File: src/rtl/vec_add_sequencer.sv
// Element-wise vector add/subtract that time-multiplexes one shared adder
// across all lanes, one lane per clock, with a per-lane signed-overflow mask.

module adder #(
  parameter int WIDTH = 8
) (
  input  logic [WIDTH-1:0] in1,
  input  logic [WIDTH-1:0] in2,
  input  logic             cin,
  output logic [WIDTH-1:0] out
);
  assign out = in1 + in2 + WIDTH'(cin);
endmodule

module vec_add_sequencer #(
  parameter int LANES = 4,
  parameter int WIDTH = 8,
  parameter int IDXW  = 2
) (
  input  logic                   clk,
  input  logic                   rst,
  input  logic                   start,
  input  logic                   op_sub,
  input  logic [LANES*WIDTH-1:0] vec_a,
  input  logic [LANES*WIDTH-1:0] vec_b,
  output logic                   busy,
  output logic                   done,
  output logic [LANES*WIDTH-1:0] vec_out,
  output logic [LANES-1:0]       ovf_mask
);

  typedef enum logic [1:0] {IDLE, RUN, DONE} state_e;

  state_e                        state_q, state_d;
  logic [IDXW-1:0]               idx_q, idx_d;
  logic [LANES-1:0][WIDTH-1:0]   a_q, a_d, b_q, b_d, res_q, res_d;
  logic [LANES-1:0]              ovf_q, ovf_d;
  logic                          sub_q, sub_d;
  logic                          busy_q, busy_d, done_q, done_d;

  logic [WIDTH-1:0]              in1, in2, sum;

  // Subtract is A + ~B + 1, so the overflow rule below sees the inverted B.
  assign in1 = a_q[idx_q];
  assign in2 = sub_q ? ~b_q[idx_q] : b_q[idx_q];

  adder #(.WIDTH(WIDTH)) u_adder (
    .in1 (in1),
    .in2 (in2),
    .cin (sub_q),
    .out (sum)
  );

  always_comb begin
    state_d = state_q;
    idx_d   = idx_q;
    a_d     = a_q;
    b_d     = b_q;
    sub_d   = sub_q;
    res_d   = res_q;
    ovf_d   = ovf_q;
    unique case (state_q)
      IDLE: if (start) begin
        a_d     = vec_a;
        b_d     = vec_b;
        sub_d   = op_sub;
        res_d   = '0;
        ovf_d   = '0;
        idx_d   = '0;
        state_d = RUN;
      end
      RUN: begin
        res_d[idx_q] = sum;
        ovf_d[idx_q] = (in1[WIDTH-1] == in2[WIDTH-1]) && (sum[WIDTH-1] != in1[WIDTH-1]);
        if (idx_q == IDXW'(LANES-1)) state_d = DONE;
        else                         idx_d   = idx_q + IDXW'(1);
      end
      DONE:    state_d = IDLE;
      default: state_d = IDLE;
    endcase
    // Status flags are registered off the next state so they line up with it.
    busy_d = (state_d != IDLE);
    done_d = (state_d == DONE);
  end

  always_ff @(posedge clk) begin
    if (rst) begin
      state_q <= IDLE;
      idx_q   <= '0;
      a_q     <= '0;
      b_q     <= '0;
      sub_q   <= 1'b0;
      res_q   <= '0;
      ovf_q   <= '0;
      busy_q  <= 1'b0;
      done_q  <= 1'b0;
    end else begin
      state_q <= state_d;
      idx_q   <= idx_d;
      a_q     <= a_d;
      b_q     <= b_d;
      sub_q   <= sub_d;
      res_q   <= res_d;
      ovf_q   <= ovf_d;
      busy_q  <= busy_d;
      done_q  <= done_d;
    end
  end

  assign busy     = busy_q;
  assign done     = done_q;
  assign vec_out  = res_q;
  assign ovf_mask = ovf_q;

endmodule

File: config.mk
export PLATFORM = sky130hd
export DESIGN_NAME = vec_add_sequencer
export DESIGN_NICKNAME = d
export VERILOG_FILES = /design/src/rtl/vec_add_sequencer.sv
export SDC_FILE = /design/constraint.sdc
export NUM_CORES = 1
export LEC_CHECK = 0
export CAP_MARGIN = 20
export CORE_UTILIZATION = 45
export CTS_CLUSTER_SIZE = 25
export DETAILED_ROUTE_END_ITERATION = 16
export PLACE_DENSITY = 0.76
export RECOVER_POWER = 25
export SETUP_SLACK_MARGIN = 0.02
export SLEW_MARGIN = 20
export SYNTH_ARGS = -nofsm -noshare
export SYNTH_HDL_FRONTEND = slang
export SYNTH_SLANG_ARGS = --single-unit
File: constraint.sdc
create_clock -name clk -period 2.8 [get_ports clk]
set_input_delay 0.42 -clock clk [delete_from_list [all_inputs] [get_ports clk]]
set_output_delay 0.42 -clock clk [all_outputs]
set_load 0.02 [all_outputs]
==> impl_metrics.tcl <==
set metrics [dict create \
    dpl.cell_count 737 \
    grt_start_max_net_pins 66 \
    clockRootBuffer "clkbuf_8" \
    vias 3970 \
    ys.warnings.count 0 \
    die_x_um 103 \
    fin_skew_ns 0.0145 \
    violations "negative setup slack" \
    drive_gt1_share_pct 13.9 \
    initial_core_util_pct 46.6 \
    htree_num_levels 3 \
    synth_nets 589 \
    ir_drop_v 0.000253 \
    path_cells "buf_12 -> mux4_2 -> xnor2_2 -> ha_1 -> buf_4 -> and3_1 -> a311o_2 -> mux2i_4 -> a22o_1" \
    grt_pass1_wl_mm 17.3 \
    yosysSeqAreaShare_pct 47.1 \
    grt_antenna_before_repair 0 \
    core_um2 9770 \
    r2r-start "idx_q[0]$_SDFFE_PP0P_" \
    max_stage_delay_ns 0.51 \
    rsz0062_at_grt "true" \
    required_ns 3.07 \
    num_rows 36 \
    fmax_mhz 354 \
    criticalPathCategory "flop to flop" \
    dr.pass1.iters 4 \
    clkTransAtPathRegs_ns 0.10 \
    nFillCells 834 \
    post-route-util_pct 63.4 \
    viasPerCell 5.22 \
    multiInputGateArea_um2 2380 \
    status "finished, violations left" \
    p_comb_share_pct 21.9 \
    slew_violations 0 \
    switching_share_pct 28.5 \
    ys_ff_latch 107 \
    period_needed_ns 2.82 \
    cts_buffers 9 \
    dp_hpwl_mm 7.96 \
    worstPathMaxFanout 5 \
    first_iter_violations 156 \
    end_kind "flop" \
    critPathLaunchType "flop" \
    worstPathArrival_ns 3.09 \
    hold_viol 0 \
    io_pins 106 \
    pwr-share-seq_pct 51.1 \
    area_growth_pct 36.2 \
    nets 701 \
    leakagePower_nw 2.32 \
    max_slew_margin_pct 49.1 \
    hold_class "flop to flop" \
    wl_per_cell_um 14.6 \
    cp_slowest_cell "mux4_2" \
    final-setup-viol-count 5 \
    cts_sinks 107 \
    power.switching_mw 0.915 \
    routed_wl_mm 11.1 \
    synth.distinct_cells 45 \
    place_congestion 0.780 \
    drv_cap 0 \
    pwr-share-clk_pct 27.0 \
    holdCritStartpoint "a_q[31]$_SDFFE_PP0P_" \
    clockBufferDepth 2 \
    netlist_instances 510 \
    cts_tree "done" \
    intPower_mw 2.29 \
    worstMarginPinSlew_ns 0.758 \
    holdWs_ns 0.458 \
    ant_nets 0 \
    grt_pass1_vias 3727 \
    syn_area_um2 4550 \
    port_buffers 105 \
    clock_latency_ns 0.36 \
    grt_usage_pct 21.4 \
    power.density_nw_per_um2 517 \
    avgSynthCellArea_um2 8.92 \
    seqCellArea_um2 2150 \
    drc 0 \
    die_y_um 103 \
    setup_ws_ns -0.0239 \
    die_area_um2 10500 \
    instances_no_fill 760 \
    diodes 0 \
    fin_crit_sh_pct 101 \
    grt_overflow 0 \
    startpoint "idx_q[0]$_SDFFE_PP0P_" \
]
per-layer routing:
layer  share of wire, %  vias to the layer above  track usage, %
met3                4.4                       17            2.85
met2                 51                      117            36.9
met1                 43                     1865            27.0
met5                  0                        -               0
li1                   -                     1971               -
met4                1.7                        0            8.90
cells by family after synthesis:
family / Yosys count / synth area share, %
AND/OR/NAND/NOR: 204 / 18.8
AO/OA/AOI/OAI: 117 / 16.0
flip-flops: 107 / 47.1
buffers and inverters: 40 / 3.44
multiplexers: 19 / 9.07
XOR/XNOR: 12 / 2.47
adder cells (fa/ha/maj): 11 / 3.19
flip-flops by register name, summed over array words and instances (netlist names):
register	cells
a_q	32
b_q	32
busy	1
done	1
idx_q	2
ovf_mask	4
state_q	2
sub_q	1
vec_out	32
stage by stage:
stage	worst slack, ns	TNS (ns)	cell area [µm²]	total power [mW]
2_1_floorplan	0.0265	0	4560	2.03
3_3_place_gp	-0.0613	-0.324	5810	2.27
3_5_place_dp	-0.142	-0.831	5810	2.29
4_1_cts	0.0223	0	6060	3.16
5_1_grt	-0.142	-1.08	6200	3.35
6_report	-0.0239	-0.0853	6200	3.21
repair_timing:
item | CTS | global route
hold endpoints to repair | 0 | 0
hold buffers | 0 | 0
setup buffers | 3 | 4
endpoints found under the setup margin | 19 | 22
resized for setup | 13 | 19
cloned | 0 | 0
pin swaps | 3 | 2
placed cells by master (no fill, tap or decap), types with 10 or more instances in the layout:
cell,synthesis,layout
a22o_1,10,10
nand2_1,139,139
a21oi_1,67,65
mux4_2,11,15
dfxtp_1,107,106
nor2_1,33,33
clkdlybuf4s50_1,0,104
buf_4,1,23
a22oi_1,20,18
clkbuf_8,0,10
synth_stat cells:
library cell	number	area share, %
mux4_1	5	2.9
a21o_1	2	0.33
xor2_1	2	0.39
o21ai_0	6	0.66
mux2i_1	2	0.44
nor2b_2	1	0.19
a21oi_1	67	7.4
buf_1	4	0.33
and2_1	3	0.41
nor2_1	33	2.7
o21ai_1	4	0.44
nand2b_1	5	0.69
or3b_2	1	0.19
a311oi_4	1	0.58
dfxtp_1	107	47
nor3b_1	1	0.17
nand3_1	2	0.22
nor3_1	6	0.66
a22oi_1	20	3.3
ha_1	10	2.7
a22o_1	10	1.9
or4_1	1	0.17
xnor2_2	1	0.36
nor2b_1	4	0.55
clkbuf_1	25	2.1
xnor2_1	9	1.7
nand2_1	139	11
inv_2	1	0.082
and3_1	2	0.27
o311ai_1	1	0.19
o211ai_1	1	0.17
a31oi_1	2	0.27
nand3b_1	3	0.49
mux4_2	11	5.4
a211oi_1	1	0.17
buf_2	2	0.22
buf_4	1	0.17
a2111oi_2	1	0.33
inv_1	7	0.58
a311o_2	1	0.25
mux2i_2	1	0.30
and2_0	1	0.14
nor2b_4	1	0.30
fa_1	1	0.44
or3_1	1	0.14
power by group through the flow:
stage	logic, mW	clock network, mW	registers [mW]
after global routing	0.764	0.934	1.65
after detailed placement	0.616	0	1.67
after floorplan	0.361	0	1.67
after global placement	0.598	0	1.67
after CTS	0.647	0.873	1.64
final	0.703	0.866	1.64
final timing paths:
check	endpoint	slack, ns	cells past startpoint
max	ovf_mask[1]$_SDFFE_PP0P_	-0.02	9
min	a_q[31]$_SDFFE_PP0P_	0.46	2
max reg2reg	ovf_mask[1]$_SDFFE_PP0P_	-0.02	9
min reg2reg	a_q[31]$_SDFFE_PP0P_	0.46	2
area by class of cell:
cell class                      count  area share (%)
Tap cell                          133            2.68
Sequential cell                   107            34.6
Clock buffer                       11            2.28
Timing Repair Buffer              133            20.9
Multi-Input combinational cell    363            38.4
Clock inverter                      5           0.626
Inverter                            8           0.484
critical path: cells and delay by family (launching register included):
| kind | cells | cell delay, ns |
|---|---|---|
| multiplexers | 2 | 0.74 |
| AO/OA/AOI/OAI | 2 | 0.63 |
| flip-flops | 1 | 0.42 |
| adder cells (fa/ha/maj) | 1 | 0.30 |
| buffers and inverters | 2 | 0.27 |
| AND/OR/NAND/NOR | 1 | 0.20 |
| XOR/XNOR | 1 | 0.16 |
Power figures use the tool's default switching activity.
